`src/rtl/invader_fleet_if.sv`:
```
// Bundle between the invader fleet controller and the rest of the game core:
// per-frame and collision inputs in, fleet geometry and bomb state out.
interface invader_fleet_if;
    logic       frame;
    logic [5:0] invader_collision;
    logic       bomb_hit;
    logic [9:0] fleet_x;
    logic [9:0] fleet_y;
    logic [5:0] invader_alive;
    logic [9:0] bomb_x;
    logic [9:0] bomb_y;
    logic       bomb_active;
    logic       fleet_landed;
    logic       wave_clear;

    modport master (
        output frame, invader_collision, bomb_hit,
        input  fleet_x, fleet_y, invader_alive, bomb_x, bomb_y,
               bomb_active, fleet_landed, wave_clear
    );

    modport slave (
        input  frame, invader_collision, bomb_hit,
        output fleet_x, fleet_y, invader_alive, bomb_x, bomb_y,
               bomb_active, fleet_landed, wave_clear
    );
endinterface

```
`src/rtl/invader_fleet.sv`:
```
// Six-invader fleet controller: alive mask, march/drop motion with speed-up,
// wave reload, landing detection and a single LFSR-targeted falling bomb.
module invader_fleet #(
    parameter int PITCH       = 48,
    parameter int INV_W       = 32,
    parameter int INV_H       = 24,
    parameter int START_X     = 64,
    parameter int START_Y     = 48,
    parameter int LEFT_BOUND  = 8,
    parameter int RIGHT_BOUND = 632,
    parameter int STEP_X      = 8,
    parameter int STEP_Y      = 16,
    parameter int LAND_Y      = 400,
    parameter int BOMB_PERIOD = 32,
    parameter int BOMB_SPEED  = 4,
    parameter int BOMB_H      = 8
) (
    input  logic           clk,
    input  logic           arst,
    invader_fleet_if.slave bus
);
    localparam int               TMR_W         = $clog2(BOMB_PERIOD);
    localparam logic [TMR_W-1:0] TMR_LAST      = TMR_W'(BOMB_PERIOD - 1);
    localparam logic [9:0]       PITCH_W       = 10'(PITCH);
    localparam logic [9:0]       INV_W_W       = 10'(INV_W);
    localparam logic [9:0]       HALF_W        = 10'(INV_W / 2);
    localparam logic [9:0]       INV_H_W       = 10'(INV_H);
    localparam logic [9:0]       START_X_W     = 10'(START_X);
    localparam logic [9:0]       START_Y_W     = 10'(START_Y);
    localparam logic [9:0]       LEFT_BOUND_W  = 10'(LEFT_BOUND);
    localparam logic [9:0]       RIGHT_BOUND_W = 10'(RIGHT_BOUND);
    localparam logic [9:0]       STEP_X_W      = 10'(STEP_X);
    localparam logic [9:0]       STEP_Y_W      = 10'(STEP_Y);
    localparam logic [9:0]       LAND_Y_W      = 10'(LAND_Y);
    localparam logic [9:0]       BOMB_SPEED_W  = 10'(BOMB_SPEED);
    localparam logic [9:0]       RETIRE_Y      = 10'(480 - BOMB_H);

    typedef enum logic [1:0] {MARCH_R, MARCH_L, CLEARED, LANDED} state_t;

    state_t           state, state_nxt;
    logic [9:0]       fleet_x, fleet_x_nxt, fleet_y, fleet_y_nxt;
    logic [5:0]       alive, alive_nxt;
    logic [9:0]       bomb_x, bomb_x_nxt, bomb_y, bomb_y_nxt;
    logic             bomb_active, bomb_active_nxt;
    logic             landed, landed_nxt;
    logic             wave_clear, wave_clear_nxt;
    logic [3:0]       frame_cnt, frame_cnt_nxt;
    logic [TMR_W-1:0] bomb_tmr, bomb_tmr_nxt;
    logic             pending, pending_nxt;
    logic [7:0]       lfsr;

    logic [3:0] alive_cnt, interval;
    logic [2:0] lo_idx, hi_idx, col;
    logic [7:0] alive_ext;
    logic [9:0] lmost, rmost, drop_y, fall_y;
    logic [5:0] hit_alive;
    logic       move, at_edge, do_drop, attempt, col_ok;

    // Extents and interval come from the registered mask, so a same-cycle hit never affects a move.
    always_comb begin
        alive_cnt = '0;
        lo_idx    = '0;
        hi_idx    = '0;
        for (int i = 5; i >= 0; i--) begin
            if (alive[i]) lo_idx = 3'(i);
        end
        for (int i = 0; i < 6; i++) begin
            alive_cnt = alive_cnt + 4'(alive[i]);
            if (alive[i]) hi_idx = 3'(i);
        end
    end

    assign interval  = alive_cnt + 4'd2;
    assign lmost     = fleet_x + PITCH_W * {7'd0, lo_idx};
    assign rmost     = fleet_x + PITCH_W * {7'd0, hi_idx} + INV_W_W;
    assign move      = bus.frame && (frame_cnt >= interval - 4'd1);
    assign at_edge   = (state == MARCH_R) ? (rmost + STEP_X_W > RIGHT_BOUND_W)
                                          : (lmost < LEFT_BOUND_W + STEP_X_W);
    assign do_drop   = move && at_edge;
    assign drop_y    = fleet_y + STEP_Y_W;
    assign hit_alive = alive & ~bus.invader_collision;
    assign col       = lfsr[2:0];
    assign alive_ext = {2'b00, alive};
    assign col_ok    = alive_ext[col];
    assign attempt   = bus.frame && (pending || bomb_tmr == TMR_LAST);
    assign fall_y    = bomb_y + BOMB_SPEED_W;

    always_comb begin
        // NOTE: every target gets its default first, so no branch can infer a latch.
        state_nxt       = state;
        fleet_x_nxt     = fleet_x;
        fleet_y_nxt     = fleet_y;
        alive_nxt       = alive;
        bomb_x_nxt      = bomb_x;
        bomb_y_nxt      = bomb_y;
        bomb_active_nxt = bomb_active;
        landed_nxt      = landed;
        wave_clear_nxt  = 1'b0;
        frame_cnt_nxt   = frame_cnt;
        bomb_tmr_nxt    = bomb_tmr;
        pending_nxt     = pending;
        case (state)
            MARCH_R, MARCH_L: begin
                alive_nxt = hit_alive;
                if (hit_alive == '0) begin
                    state_nxt       = CLEARED;
                    wave_clear_nxt  = 1'b1;
                    bomb_active_nxt = 1'b0;
                    bomb_x_nxt      = '0;
                    bomb_y_nxt      = '0;
                end else begin
                    if (bus.frame) begin
                        frame_cnt_nxt = move ? 4'd0 : frame_cnt + 4'd1;
                        bomb_tmr_nxt  = (bomb_tmr == TMR_LAST) ? '0 : bomb_tmr + 1'b1;
                    end
                    if (do_drop) begin
                        fleet_y_nxt = drop_y;
                        if (drop_y + INV_H_W >= LAND_Y_W) begin
                            state_nxt  = LANDED;
                            landed_nxt = 1'b1;
                        end else begin
                            state_nxt = (state == MARCH_R) ? MARCH_L : MARCH_R;
                        end
                    end else if (move) begin
                        fleet_x_nxt = (state == MARCH_R) ? fleet_x + STEP_X_W : fleet_x - STEP_X_W;
                    end
                    if (bomb_active) begin
                        if (bus.bomb_hit) begin
                            bomb_active_nxt = 1'b0;
                        end else if (bus.frame) begin
                            bomb_y_nxt = fall_y;
                            if (fall_y >= RETIRE_Y) bomb_active_nxt = 1'b0;
                        end
                    end
                    // A launch needs an idle bomb at frame start; a failed try is retried next frame.
                    if (attempt) begin
                        if (!bomb_active && col_ok) begin
                            bomb_active_nxt = 1'b1;
                            bomb_x_nxt      = fleet_x + PITCH_W * {7'd0, col} + HALF_W;
                            bomb_y_nxt      = fleet_y + INV_H_W;
                            pending_nxt     = 1'b0;
                        end else begin
                            pending_nxt = 1'b1;
                        end
                    end
                end
            end
            CLEARED: begin
                if (bus.frame) begin
                    state_nxt     = MARCH_R;
                    fleet_x_nxt   = START_X_W;
                    fleet_y_nxt   = START_Y_W;
                    alive_nxt     = 6'b111111;
                    frame_cnt_nxt = '0;
                    bomb_tmr_nxt  = '0;
                    pending_nxt   = 1'b0;
                end
            end
            default: begin
            end
        endcase
    end

    always_ff @(posedge clk or negedge arst) begin
        // NOTE: non-blocking assignments keep every register updating from pre-edge values.
        if (!arst) begin
            state       <= MARCH_R;
            fleet_x     <= START_X_W;
            fleet_y     <= START_Y_W;
            alive       <= 6'b111111;
            bomb_x      <= '0;
            bomb_y      <= '0;
            bomb_active <= 1'b0;
            landed      <= 1'b0;
            wave_clear  <= 1'b0;
            frame_cnt   <= '0;
            bomb_tmr    <= '0;
            pending     <= 1'b0;
        end else begin
            state       <= state_nxt;
            fleet_x     <= fleet_x_nxt;
            fleet_y     <= fleet_y_nxt;
            alive       <= alive_nxt;
            bomb_x      <= bomb_x_nxt;
            bomb_y      <= bomb_y_nxt;
            bomb_active <= bomb_active_nxt;
            landed      <= landed_nxt;
            wave_clear  <= wave_clear_nxt;
            frame_cnt   <= frame_cnt_nxt;
            bomb_tmr    <= bomb_tmr_nxt;
            pending     <= pending_nxt;
        end
    end

    always_ff @(posedge clk or negedge arst) begin
        if (!arst) lfsr <= 8'hA5;
        else       lfsr <= {lfsr[6:0], lfsr[7] ^ lfsr[5] ^ lfsr[4] ^ lfsr[3]};
    end

    assign bus.fleet_x       = fleet_x;
    assign bus.fleet_y       = fleet_y;
    assign bus.invader_alive = alive;
    assign bus.bomb_x        = bomb_x;
    assign bus.bomb_y        = bomb_y;
    assign bus.bomb_active   = bomb_active;
    assign bus.fleet_landed  = landed;
    assign bus.wave_clear    = wave_clear;
endmodule

```
`src/flat_wrapper.sv`:
```
// flat-port wrapper written by rule: the top's interface ports become plain ports
module invader_fleet_flat 
#(
    parameter int PITCH       = 48,
    parameter int INV_W       = 32,
    parameter int INV_H       = 24,
    parameter int START_X     = 64,
    parameter int START_Y     = 48,
    parameter int LEFT_BOUND  = 8,
    parameter int RIGHT_BOUND = 632,
    parameter int STEP_X      = 8,
    parameter int STEP_Y      = 16,
    parameter int LAND_Y      = 400,
    parameter int BOMB_PERIOD = 32,
    parameter int BOMB_SPEED  = 4,
    parameter int BOMB_H      = 8
)
  (clk, arst, bus_frame, bus_invader_collision, bus_bomb_hit, bus_fleet_x, bus_fleet_y, bus_invader_alive, bus_bomb_x, bus_bomb_y, bus_bomb_active, bus_fleet_landed, bus_wave_clear);
  invader_fleet_if bus_i ();
  input  logic clk;
  input  logic arst;
  input wire logic [$bits(bus_i.frame)-1:0] bus_frame;
  input wire logic [$bits(bus_i.invader_collision)-1:0] bus_invader_collision;
  input wire logic [$bits(bus_i.bomb_hit)-1:0] bus_bomb_hit;
  output wire logic [$bits(bus_i.fleet_x)-1:0] bus_fleet_x;
  output wire logic [$bits(bus_i.fleet_y)-1:0] bus_fleet_y;
  output wire logic [$bits(bus_i.invader_alive)-1:0] bus_invader_alive;
  output wire logic [$bits(bus_i.bomb_x)-1:0] bus_bomb_x;
  output wire logic [$bits(bus_i.bomb_y)-1:0] bus_bomb_y;
  output wire logic [$bits(bus_i.bomb_active)-1:0] bus_bomb_active;
  output wire logic [$bits(bus_i.fleet_landed)-1:0] bus_fleet_landed;
  output wire logic [$bits(bus_i.wave_clear)-1:0] bus_wave_clear;
  assign bus_i.frame = bus_frame;
  assign bus_i.invader_collision = bus_invader_collision;
  assign bus_i.bomb_hit = bus_bomb_hit;
  assign bus_fleet_x = bus_i.fleet_x;
  assign bus_fleet_y = bus_i.fleet_y;
  assign bus_invader_alive = bus_i.invader_alive;
  assign bus_bomb_x = bus_i.bomb_x;
  assign bus_bomb_y = bus_i.bomb_y;
  assign bus_bomb_active = bus_i.bomb_active;
  assign bus_fleet_landed = bus_i.fleet_landed;
  assign bus_wave_clear = bus_i.wave_clear;
  invader_fleet #(.PITCH(PITCH), .INV_W(INV_W), .INV_H(INV_H), .START_X(START_X), .START_Y(START_Y), .LEFT_BOUND(LEFT_BOUND), .RIGHT_BOUND(RIGHT_BOUND), .STEP_X(STEP_X), .STEP_Y(STEP_Y), .LAND_Y(LAND_Y), .BOMB_PERIOD(BOMB_PERIOD), .BOMB_SPEED(BOMB_SPEED), .BOMB_H(BOMB_H)) u_core (.clk(clk), .arst(arst), .bus(bus_i));
endmodule
```
`config.mk`:
```
export PLATFORM = sky130hd
export DESIGN_NAME = invader_fleet_flat
export DESIGN_NICKNAME = d
export VERILOG_FILES = /design/src/rtl/invader_fleet_if.sv /design/src/rtl/invader_fleet.sv /design/src/flat_wrapper.sv
export SDC_FILE = /design/constraint.sdc
export NUM_CORES = 1
export LEC_CHECK = 0
export ABC_AREA = 1
export CAP_MARGIN = 10
export CORE_MARGIN = 5
export CORE_UTILIZATION = 50
export CTS_CLUSTER_DIAMETER = 40
export CTS_CLUSTER_SIZE = 40
export DETAILED_ROUTE_END_ITERATION = 10
export GPL_TIMING_DRIVEN = 0
export PLACE_DENSITY = 0.8
export SETUP_SLACK_MARGIN = 0.2
export SLEW_MARGIN = 10
export SYNTH_ARGS = -nofsm -noshare
export SYNTH_HDL_FRONTEND = slang
export SYNTH_SLANG_ARGS = --single-unit
```
`constraint.sdc`:
```
create_clock -name clk -period 4.9 [get_ports clk]
set_clock_uncertainty 0.15 [all_clocks]
set_input_delay 0.98 -clock clk [delete_from_list [all_inputs] [get_ports clk]]
set_output_delay 0.98 -clock clk [all_outputs]
set_load 0.03 [all_outputs]
```
# Word-level counts from Yosys, hierarchy flattened
# Cells that the tools add are included.
# totals
output_inout_bits	49
inputBits	10
ff_bits	69
elab_cells	145
# op_classes
order_cmp	6
n_eq_ne	11
reduce_logical	20
multipliers	3
n_addsub	21
n_bitwise	6
mux	65
# op_table
cell	n
10-bit two-way mux	17
10-bit by 5-bit adder with 10-bit output (second input constant)	4
10-bit one-hot mux with 2 select lines	2
10-bit by 9-bit adder with 10-bit output	3
3-bit two-way mux	8
10-bit by 4-bit adder with 10-bit output (second input constant)	2
10-bit by 9-bit >= comparator with 1-bit output (second input constant)	2
5-bit two-way mux	4
1-bit two-way mux	17
4-bit by 1-bit adder with 4-bit output	4
4-bit two-way mux	4
4-bit AND reduction	4
2-bit by 3-bit multiplier with 5-bit output (first input constant)	3
2-bit two-way mux	6
6-bit one-hot mux with 2 select lines	1
10-bit by 3-bit adder with 10-bit output (second input constant)	1
10-bit by 6-bit adder with 10-bit output (second input constant)	1
10-bit > comparator (second input constant)	1
10-bit by 5-bit < comparator with 1-bit output (second input constant)	1
5-bit one-hot mux with 2 select lines	1
10-bit by 4-bit subtractor with 10-bit output (second input constant)	1
2-bit != test (second input constant)	4
4-bit one-hot mux with 2 select lines	1
6-bit bitwise AND	1
29 further kinds	39

# Logic depth before layout (Yosys ltp)
# Gate-level depths: netlist of the first run.
# logic_depth
ltp_word	15
ltp_mapped	22
ltp_nobuf	22

# Worst setup path after synthesis of the first run
# No wires, ideal clock.
# synth_path
path_type	flip-flop to flip-flop
startpoint	reg u_core.alive[1], in the netlist u_core.bus.invader_alive[1]
endpoint	reg u_core.fleet_x[7], in the netlist u_core.bus.fleet_x[7]
setup_slack_ns	1.029
t_arrival_ns	3.656
stages_incl_launch_ff	21
setup_ns	0.065
path_buffers	0
required_ns	4.685
period_less_slack_ns	3.871
path_cell_list	dfstp_2 -> ha_1 -> inv_1 -> ha_1 -> fa_1 -> inv_1 -> ha_1 -> fa_1 -> inv_1 -> ha_1 -> inv_1 -> nor2_1 -> o211ai_1 -> nand3_1 -> nand2_1 -> inv_2 -> nor2_2 -> nor2_8 -> nand2_2 -> nand2_1 -> nand2_1
# synth_via
elab_chain_len	14
elab_cells_between_ends	32
cone_classes	11 x add/sub; 2 x mul; 3 x order compare; 3 x eq/ne; 8 x mux; 1 x bitwise; 4 x reduce/logical
# synth_lines
item	line	text
start, declared	invader_fleet.sv:42	logic [5:0] alive, alive_nxt;
start signal, assigned	invader_fleet.sv:183	alive <= alive_nxt;
1-bit two-way mux	invader_fleet.sv:69	if (alive[i]) hi_idx = 3'(i);
2-bit two-way mux (2 in a row)	invader_fleet.sv:69	
3-bit two-way mux (2 in a row)	invader_fleet.sv:69	
2-bit by 3-bit multiplier with 5-bit output	invader_fleet.sv:75	assign rmost = fleet_x + PITCH_W * {7'd0, hi_idx} + INV_W_W;
10-bit by 9-bit adder with 10-bit output	invader_fleet.sv:75	
10-bit by 6-bit adder with 10-bit output	invader_fleet.sv:75	
10-bit by 4-bit adder with 10-bit output	invader_fleet.sv:77	assign at_edge = (state == MARCH_R) ? (rmost + STEP_X_W > RIGHT_BOUND_W)
10-bit > comparator	invader_fleet.sv:77	
1-bit two-way mux	invader_fleet.sv:77	
1-bit logical AND	invader_fleet.sv:79	assign do_drop = move && at_edge;
2-bit != test (no source line)	--	
5-bit AND reduction (no source line) *	--	
end signal, assigned	invader_fleet.sv:181	fleet_x <= fleet_x_nxt;
end, declared	invader_fleet.sv:41	logic [9:0] fleet_x, fleet_x_nxt, fleet_y, fleet_y_nxt;
# Mark *: on every way between the ends. The rest lies on a longest branch, timed or not.
# A chain may end at the register's enable or synchronous reset.

# Final worst setup path of the first run
# layout_path
startpoint	reg u_core.alive[0], in the netlist u_core.bus.invader_alive[0]
endpoint	reg u_core.fleet_x[8], in the netlist u_core.bus.fleet_x[8]
# layout_via
elab_chain_len	12
elab_cells_between_ends	21
cone_classes	8 x add/sub; 1 x mul; 2 x order compare; 3 x eq/ne; 2 x mux; 1 x bitwise; 4 x reduce/logical
# layout_lines
item	line	text
1-bit by 1-bit adder with 2-bit output	invader_fleet.sv:68	alive_cnt = alive_cnt + 4'(alive[i]);
4-bit by 1-bit adder with 4-bit output (4 in a row)	invader_fleet.sv:68	
4-bit by 2-bit adder with 4-bit output	invader_fleet.sv:73	assign interval = alive_cnt + 4'd2;
4-bit by 1-bit subtractor with 4-bit output	invader_fleet.sv:76	assign move = bus.frame && (frame_cnt >= interval - 4'd1);
4-bit >= comparator	invader_fleet.sv:76	
1-bit logical AND	invader_fleet.sv:76	
1-bit logical AND	invader_fleet.sv:79	
2-bit != test (no source line)	--	
5-bit AND reduction (no source line) *	--	
# Marked as above.

==> results of run 1 <==
[per-stage QoR]
stage	instances	hold slack (ns)	cell area, um^2
after global placement	828	0.190	5570
final	844	0.213	5800
after CTS	844	0.219	5800
after floorplan	644	0.183	4900
after global routing	844	0.233	5800
after detailed placement	828	0.198	5570
[power by group through the flow]
stage,sequential [mW],clock [mW],combinational [mW]
after floorplan,0.879,0,2.11
after global placement,0.797,0,2.74
after detailed placement,0.801,0,2.90
after CTS,0.793,0.517,2.92
after global routing,0.818,0.538,3.34
final,0.796,0.508,2.92
[registers in the layout, summed over array words and instances (netlist names)]
register and cells:
u_core.bus.bomb_x 8, u_core.bus.invader_alive 6, u_core.bus.fleet_y 6, u_core.bus.bomb_y 9
u_core.bus.fleet_x 7, u_core.lfsr 8, u_core.frame_cnt 4, u_core.bus.wave_clear 1
u_core.pending 1, u_core.bus.bomb_active 1, u_core.bus.fleet_landed 1, u_core.state 2
u_core.bomb_tmr 5
[layout make-up]
type / count / area share
Inverter: 111 / 0.0725
Tap cell: 133 / 0.0287
Multi-Input combinational cell: 456 / 0.493
Clock buffer: 10 / 0.0237
Sequential cell: 59 / 0.257
Timing Repair Buffer: 51 / 0.0876
Clock inverter: 6 / 0.0153
Buffer: 18 / 0.0214
[cell families after synthesis]
| logic type | synth area share |
|---|---|
| compound gates | 0.0806 |
| flops | 0.306 |
| xor+xnor | 0.0411 |
| other cells | 0.000769 |
| simple gates | 0.284 |
| buf+inv | 0.112 |
| fa+ha+maj | 0.176 |
[critical path: cells and delay by family (launching register included)]
family | cells | cell delay, ns
AO/OA/AOI/OAI | 1 | 0.16
adder cells (fa/ha/maj) | 6 | 1.97
buffers and inverters | 5 | 0.29
flip-flops | 1 | 0.62
AND/OR/NAND/NOR | 8 | 0.90
[layout by cell type, fill, tap and decap left out, drive strengths merged, types with 13 or more instances in the layout]
cell	netlist	layout
nand2	174	174
inv	110	110
ha	54	54
nor2	52	52
clkdlybuf4s50	0	50
nand3	49	49
dfrtp	46	46
o21ai	36	36
a21oi	20	20
buf	16	17
dfstp	13	13
[path summary, 6_finish.rpt]
path / to / cells after the start
worst max-delay path: u_core.bus.fleet_x[8]$_DFFE_PN0P_ / 20
worst min-delay path: u_core.lfsr[7]$_DFF_PN1_ / 0
worst max register to register: u_core.bus.fleet_x[8]$_DFFE_PN0P_ / 20
worst min register to register: u_core.lfsr[7]$_DFF_PN1_ / 0
max in group asynchronous: u_core.frame_cnt[3]$_DFFE_PN0P_ / 1
min in group asynchronous: u_core.bus.bomb_x[3]$_DFFE_PN0P_ / 1
[layer usage]
metal / vias up / GRT usage / share of wire
met4: 0 / 0.0830 / 0.028
met5: - / 0 / 0
met2: 111 / 0.357 / 0.50
met3: 25 / 0.0491 / 0.045
li1: 2147 / - / -
met1: 2026 / 0.257 / 0.43
==> impl_metrics.ini, run 1 <==
[synth]
synthArstFlopShare = 1.00
synth_seq_cells = 59
syn_area_um2 = 4870
yosys.area.top_type = dfrtp_1
yosysMostFrequentCell = nand2_1
synth_edf_count = 0
yosysSeqAreaShare = 0.306
yosysTopAreaCellShare = 0.236
yosys_warnings = 0
synthCells = 638
syn_avg_cell_area_um2 = 7.64
ys_types = 50
synth-main-ff-cell = dfrtp_1
yosys-top-cells-area = dfrtp_1 24%, ha_1 14%, nand2_1 13%, inv_1 7.5%, dfstp_2 7.0%
synth_commonest_cells = 165 x nand2_1, 98 x inv_1, 54 x ha_1

[drt]
drtAntennaViolNets = 0
drc = 0
vias = 4309
first_iter_violations = 179
wire_per_inst_um = 13.6
wl_um = 11500
firstDrtPassIters = 5
vias_per_cell = 5.11

[setup_path]
reg2reg_slack_ns = 0.75
cp-start-kind = flip-flop
arrival_ns = 4.30
cp-end-kind = flip-flop
path_cells = ha_1, inv_1, ha_1, fa_1, inv_1, ha_1, fa_1, inv_1, ha_1, inv_1, nor2_1, o211ai_1, nand3_1, nand2_1, inv_2, nor2_2, nor2_8, nand2_2, nand2_1, nand2_1
worstPathRequired_ns = 5.05
critPathMaxFanout = 9
cp-startpoint = u_core.bus.invader_alive[0]$_DFFE_PN1P_
max_stage_delay_ns = 0.62
critPathKind = flip-flop to flip-flop
r2r-start = u_core.bus.invader_alive[0]$_DFFE_PN1P_
cp_slowest_cell = dfstp_2

[place]
post-dp-hpwl_um = 8780
place_congestion = 0.879
portBuffers = 51
preCtsSetupSlack_ns = 0.785

[global_route]
grt_overflow = 0
grt_max_degree = 60
grt_pass1_wl_um = 19600
antenna_found_initial = 0
grt_pass1_vias = 4189
grt_usage = 0.210

[pwr]
power.leakage_nw = 3.07
power_frac_clock = 0.120
power.share.combinational = 0.691
share_seq_of_total_power = 0.188
irDropWorstVdd_v = 0.000384
total_power_mw = 4.23
p_sw_frac = 0.523
p_per_area_nw_per_um2 = 729
p_int_mw = 2.01
p_sw_mw = 2.21

[timing]
rsz0062_at_grt = false
tns_ns = 0
setup_viol = 0
period_share = 0.847
tightestPinTransition_ns = 0.758
setup_ws_ns = 0.748
clock.fmax_mhz = 241
fin_crit_ns = 4.15
finalMaxSlewViolations = 0
hold_viol_final = 0
slew_headroom = 0.494

[die]
die_h_um = 109
row_count = 36
die_x_um = 109
start_util = 0.506
core_area_um2 = 9640
die-area_um2 = 11800
ios = 59

[clock_tree]
cts.htree.levels = 3
clk_latency_ns = 0.36
cts_resized = 0
hold_buffers = 0
clock-sinks = 59
cts_tree = yes
cts_root_buffer = clkbuf_8
cts_buffer_depth = 2
clk_pin_slew_worst_paths_ns = 0.07
cts_buffers = 9
cts_setup_buffers = 0

[cells_and_area]
drive_gt1_frac = 0.124
area_growth_pct = 18.9
final_util = 0.602
diodes = 0
nets = 779
ff_latch_area_um2 = 1490
nFillCells = 850
multiInputGateArea_um2 = 2860

[job]
cap_violations = 0

[outcome]
status = completed

[hold_path]
holdCritPathClass = flip-flop to flip-flop
min-delay-start = u_core.lfsr[6]$_DFF_PN0_
Note: power is estimated with default switching activity, not from simulation.
==> run 2, diff against run 1 <==
==> constraint.sdc (replaced) <==
create_clock -name clk -period 4.16 [get_ports clk]
set_clock_uncertainty 0.15 [all_clocks]
set_input_delay 0.832 -clock clk [delete_from_list [all_inputs] [get_ports clk]]
set_output_delay 0.832 -clock clk [all_outputs]
set_load 0.03 [all_outputs]
==> impl_metrics.ini, run 2 (synthesis results as in run 1) <==
[global_route]
grt_pass1_wl_um = 19700
grt_usage = 0.211
antenna_found_initial = 0
grt_pass1_vias = 4208
grt_overflow = 0
grt_max_degree = 60

[cells_and_area]
layout_common_cells = 159 x nand2_1, 94 x inv_1, 50 x clkdlybuf4s50_1, 49 x ha_1, 46 x dfrtp_1
largest_reg_flops = 9
instances_no_fill = 855
diodes = 0
regMostFlops = u_core.bus.bomb_y
drive_gt1_frac = 0.168
final_common_cell = nand2_1
area_growth_pct = 23.4
top_regs = u_core.bus.bomb_y x9, u_core.bus.bomb_x x8, u_core.lfsr x8
nets = 790

[place]
portBuffers = 51
post-dp-hpwl_um = 8780
place_inst = 828
place_congestion = 0.879

[clock_tree]
clk_pin_slew_worst_paths_ns = 0.07
clk_latency_ns = 0.36
cts_root_buffer = clkbuf_8
cts_buffer_depth = 2
cts_tree = yes
cts_buffers = 9
hold_buffers = 0
clock-sinks = 59
cts.htree.levels = 3

[setup_path]
arrival_ns = 4.13
critPathKind = flip-flop to flip-flop
r2r-start = u_core.bus.invader_alive[1]$_DFFE_PN1P_
cp-end-kind = flip-flop
cp-start-kind = flip-flop
worstPathRequired_ns = 4.27
critPathMaxFanout = 7
cp-startpoint = u_core.bus.invader_alive[1]$_DFFE_PN1P_

[pwr]
power.leakage_nw = 3.13
p_per_area_nw_per_um2 = 933
irDropWorstVdd_v = 0.000617

[die]
die-area_um2 = 11800
ios = 59
row_count = 36
start_util = 0.506
die_h_um = 109
die_x_um = 109
core_area_um2 = 9640

[job]
cap_violations = 0

[timing]
slew_headroom = 0.490
rsz0062_at_grt = true
tightestPinTransition_ns = 0.765
period_share = 0.967
fin_crit_ns = 4.02
tns_ns = 0
clock.fmax_mhz = 249
finalMaxSlewViolations = 0
setup_viol = 0
hold_viol_final = 0

[drt]
wire_per_inst_um = 14.3
drc = 0
vias = 4384
firstDrtPassIters = 5
drtAntennaViolNets = 0
vias_per_cell = 5.13
first_iter_violations = 254
wl_um = 12200

[hold_path]
min-delay-start = u_core.lfsr[6]$_DFF_PN0_
holdCritPathClass = flip-flop to flip-flop

[outcome]
status = completed
-- run 2: report_power, final --
group          internal [mW]  switching [mW]  leakage (nW)
Sequential             0.737           0.194         0.755
Combinational           1.60            2.48          2.26
Clock                  0.353           0.246         0.108
-- run 2: area by class of cell --
type	instances	area, um^2
fill	818	3620
multi-input combinational	457	2990
tap	133	166
inverter	111	423
buffer	18	124
timing repair buffer	61	591
clock buffer	10	138
sequential	59	1490
clock inverter	6	88.8
-- run 2: critical path: stages (launching register included) --
cell	delay, ns
dfstp_2	0.57
ha_4	0.22
inv_4	0.06
ha_4	0.19
fa_1	0.56
inv_2	0.05
ha_4	0.16
fa_1	0.52
inv_2	0.05
ha_4	0.26
inv_2	0.04
nor2_2	0.09
o211ai_1	0.11
nand3_1	0.10
nand2_1	0.06
inv_2	0.15
nand4_4	0.22
buf_4	0.22
nand3_1	0.08
nand2_1	0.06
-- run 2: path summary, 6_finish.rpt --
kind	endpoint	slack (ns)	cells past startpoint
worst min register to register	u_core.lfsr[7]$_DFF_PN1_	0.21	0
worst max-delay path	u_core.state[0]$_DFFE_PN0P_	0.14	19
worst max register to register	u_core.state[0]$_DFFE_PN0P_	0.14	19
max in group asynchronous	u_core.frame_cnt[3]$_DFFE_PN0P_	2.96	1
min in group asynchronous	u_core.lfsr[1]$_DFF_PN0_	0.38	1
worst min-delay path	u_core.lfsr[7]$_DFF_PN1_	0.21	0
-- run 2: layer usage --
metal  up-vias  part of all wire  GRT usage
met1      2022              0.40      0.258
li1       2167                 -          -
met5         -                 0          0
met3        24             0.063     0.0491
met4         0             0.029     0.0830
met2       171              0.51      0.361
-- run 2: what timing repair did --
action                     4_1_cts  5_1_grt
cloned                           0        1
setup endpoints to repair       10       18
hold endpoints to repair         0        0
gates resized for setup          1       30
setup buffers                    3        7
pin swaps                        1       16
-- run 2: through the flow --
stage	setup slack (ns)	instance area [um^2]	util	power (mW)	hold slack (ns)
global placement	0.181	5570	0.578	4.17	0.190
detailed placement	0.0452	5570	0.578	4.36	0.198
CTS	0.234	5830	0.604	5.04	0.219
floorplan	0.289	4900	-	3.52	0.183
global route	0.000793	6020	0.624	6.18	0.233
finish	0.139	6020	0.624	5.61	0.213
==> run 3, diff against run 2 <==
--- a/config.mk
+++ b/config.mk
@@ -15,6 +15,7 @@
 export GPL_TIMING_DRIVEN = 0
 export PLACE_DENSITY = 0.8
 export SETUP_SLACK_MARGIN = 0.2
+export SKIP_CTS_REPAIR_TIMING = 1
 export SLEW_MARGIN = 10
 export SYNTH_ARGS = -nofsm -noshare
 export SYNTH_HDL_FRONTEND = slang
==> impl_metrics.ini, run 3 (synthesis results as in run 1) <==
[outcome]
status = completed

[setup_path]
r2r-start = u_core.bus.invader_alive[0]$_DFFE_PN1P_
cp-end-kind = flip-flop
cp-start-kind = flip-flop
arrival_ns = 4.03
critPathMaxFanout = 7
critPathKind = flip-flop to flip-flop
worstPathRequired_ns = 4.31
cp-startpoint = u_core.bus.invader_alive[0]$_DFFE_PN1P_

[clock_tree]
clk_pin_slew_worst_paths_ns = 0.07
clk_latency_ns = 0.36
cts_buffer_depth = 2
cts.htree.levels = 3
cts_buffers = 9
cts_root_buffer = clkbuf_8
cts_tree = yes
clock-sinks = 59

[global_route]
grt_overflow = 0
grt_pass1_vias = 4189
grt_pass1_wl_um = 19600
grt_max_degree = 60
antenna_found_initial = 0
grt_usage = 0.210

[cells_and_area]
layout_common_cells = 162 x nand2_1, 94 x inv_1, 50 x clkdlybuf4s50_1, 49 x ha_1
regMostFlops = u_core.bus.bomb_y
final_util = 0.618
multiInputGateArea_um2 = 2950
area_growth_pct = 22.3
largest_reg_flops = 9
drive_gt1_frac = 0.156
ff_latch_area_um2 = 1490
top_regs = u_core.bus.bomb_y x9, u_core.bus.bomb_x x8, u_core.lfsr x8
final_common_cell = nand2_1
diodes = 0
nets = 788
nFillCells = 829

[drt]
vias_per_cell = 5.10
wire_per_inst_um = 14.1
firstDrtPassIters = 5
drc = 0
wl_um = 12000
drtAntennaViolNets = 0
first_iter_violations = 208
vias = 4348

[pwr]
p_sw_frac = 0.521
share_seq_of_total_power = 0.171
p_int_mw = 2.60
irDropWorstVdd_v = 0.000462
power_frac_clock = 0.110
p_sw_mw = 2.83
power.share.combinational = 0.719
p_per_area_nw_per_um2 = 911
power.leakage_nw = 3.11

[timing]
hold_viol_final = 0
hold_ws_ns = 0.213
rsz0062_at_grt = true
period_share = 0.932
setup_viol = 0
tightestPinTransition_ns = 0.778
fin_crit_ns = 3.88
clock.fmax_mhz = 258
tns_ns = 0
setup_ws_ns = 0.284
finalMaxSlewViolations = 0
slew_headroom = 0.481

[die]
die-area_um2 = 11800
die_x_um = 109
start_util = 0.506
ios = 59
core_area_um2 = 9640
die_h_um = 109
row_count = 36

[hold_path]
holdCritPathClass = flip-flop to flip-flop
min-delay-start = u_core.lfsr[6]$_DFF_PN0_

[place]
place_congestion = 0.879
post-dp-hpwl_um = 8780
portBuffers = 51
preCtsSetupSlack_ns = 0.0452

[job]
cap_violations = 0
run 3: cell type report:
| cell class | instances | share of cell area |
|---|---|---|
| inverter | 111 | 0.0714 |
| multi-input combinational | 457 | 0.496 |
| timing repair buffer | 59 | 0.0959 |
| tap | 133 | 0.0279 |
| clock inverter | 6 | 0.0149 |
| sequential | 59 | 0.250 |
| clock buffer | 10 | 0.0231 |
| buffer | 18 | 0.0208 |
run 3: through the flow:
step | area [um^2] | instances | total power [mW]
after floorplan | 4900 | 644 | 3.52
after global placement | 5570 | 828 | 4.17
after detailed placement | 5570 | 828 | 4.36
after CTS | 5800 | 844 | 4.98
after global routing | 5960 | 853 | 6.01
final | 5960 | 853 | 5.43
run 3: worst paths after layout:
| kind | endpoint | slack [ns] | cells after the start |
|---|---|---|---|
| max reg2reg | u_core.bus.fleet_x[7]$_DFFE_PN0P_ | 0.28 | 20 |
| min reg2reg | u_core.lfsr[7]$_DFF_PN1_ | 0.21 | 0 |
| max | u_core.bus.fleet_x[7]$_DFFE_PN0P_ | 0.28 | 20 |
| max in group asynchronous | u_core.frame_cnt[3]$_DFFE_PN0P_ | 2.95 | 1 |
| min in group asynchronous | u_core.lfsr[1]$_DFF_PN0_ | 0.40 | 1 |
| min | u_core.lfsr[7]$_DFF_PN1_ | 0.21 | 0 |
run 3: power by group through the flow:
stage          clock, mW  combinational, mW  sequential (mW)
2_1_floorplan          0               2.49             1.04
3_3_place_gp           0               3.23            0.939
3_5_place_dp           0               3.41            0.944
4_1_cts            0.609               3.44            0.934
5_1_grt            0.633               4.43            0.949
6_report           0.596               3.90            0.929
run 3: routing by layer:
metal	wire [um]	global-route usage
met5	0	0
met2	6090	0.357
met4	298	0.0830
met1	4940	0.257
met3	686	0.0491
run 3: worst max-delay path, cell delays in order (launching register included):
cell      delay (ns)
dfstp_2         0.58
ha_4            0.22
inv_4           0.06
ha_4            0.19
fa_1            0.51
inv_2           0.05
ha_4            0.16
fa_1            0.51
inv_2           0.06
ha_4            0.24
inv_2           0.04
nor2_1          0.03
o211ai_1        0.17
nand3_1         0.12
nand2_2         0.09
inv_4           0.07
nor2_4          0.26
nor2_8          0.07
nand2_4         0.11
nand2_1         0.07
nand2_1         0.06
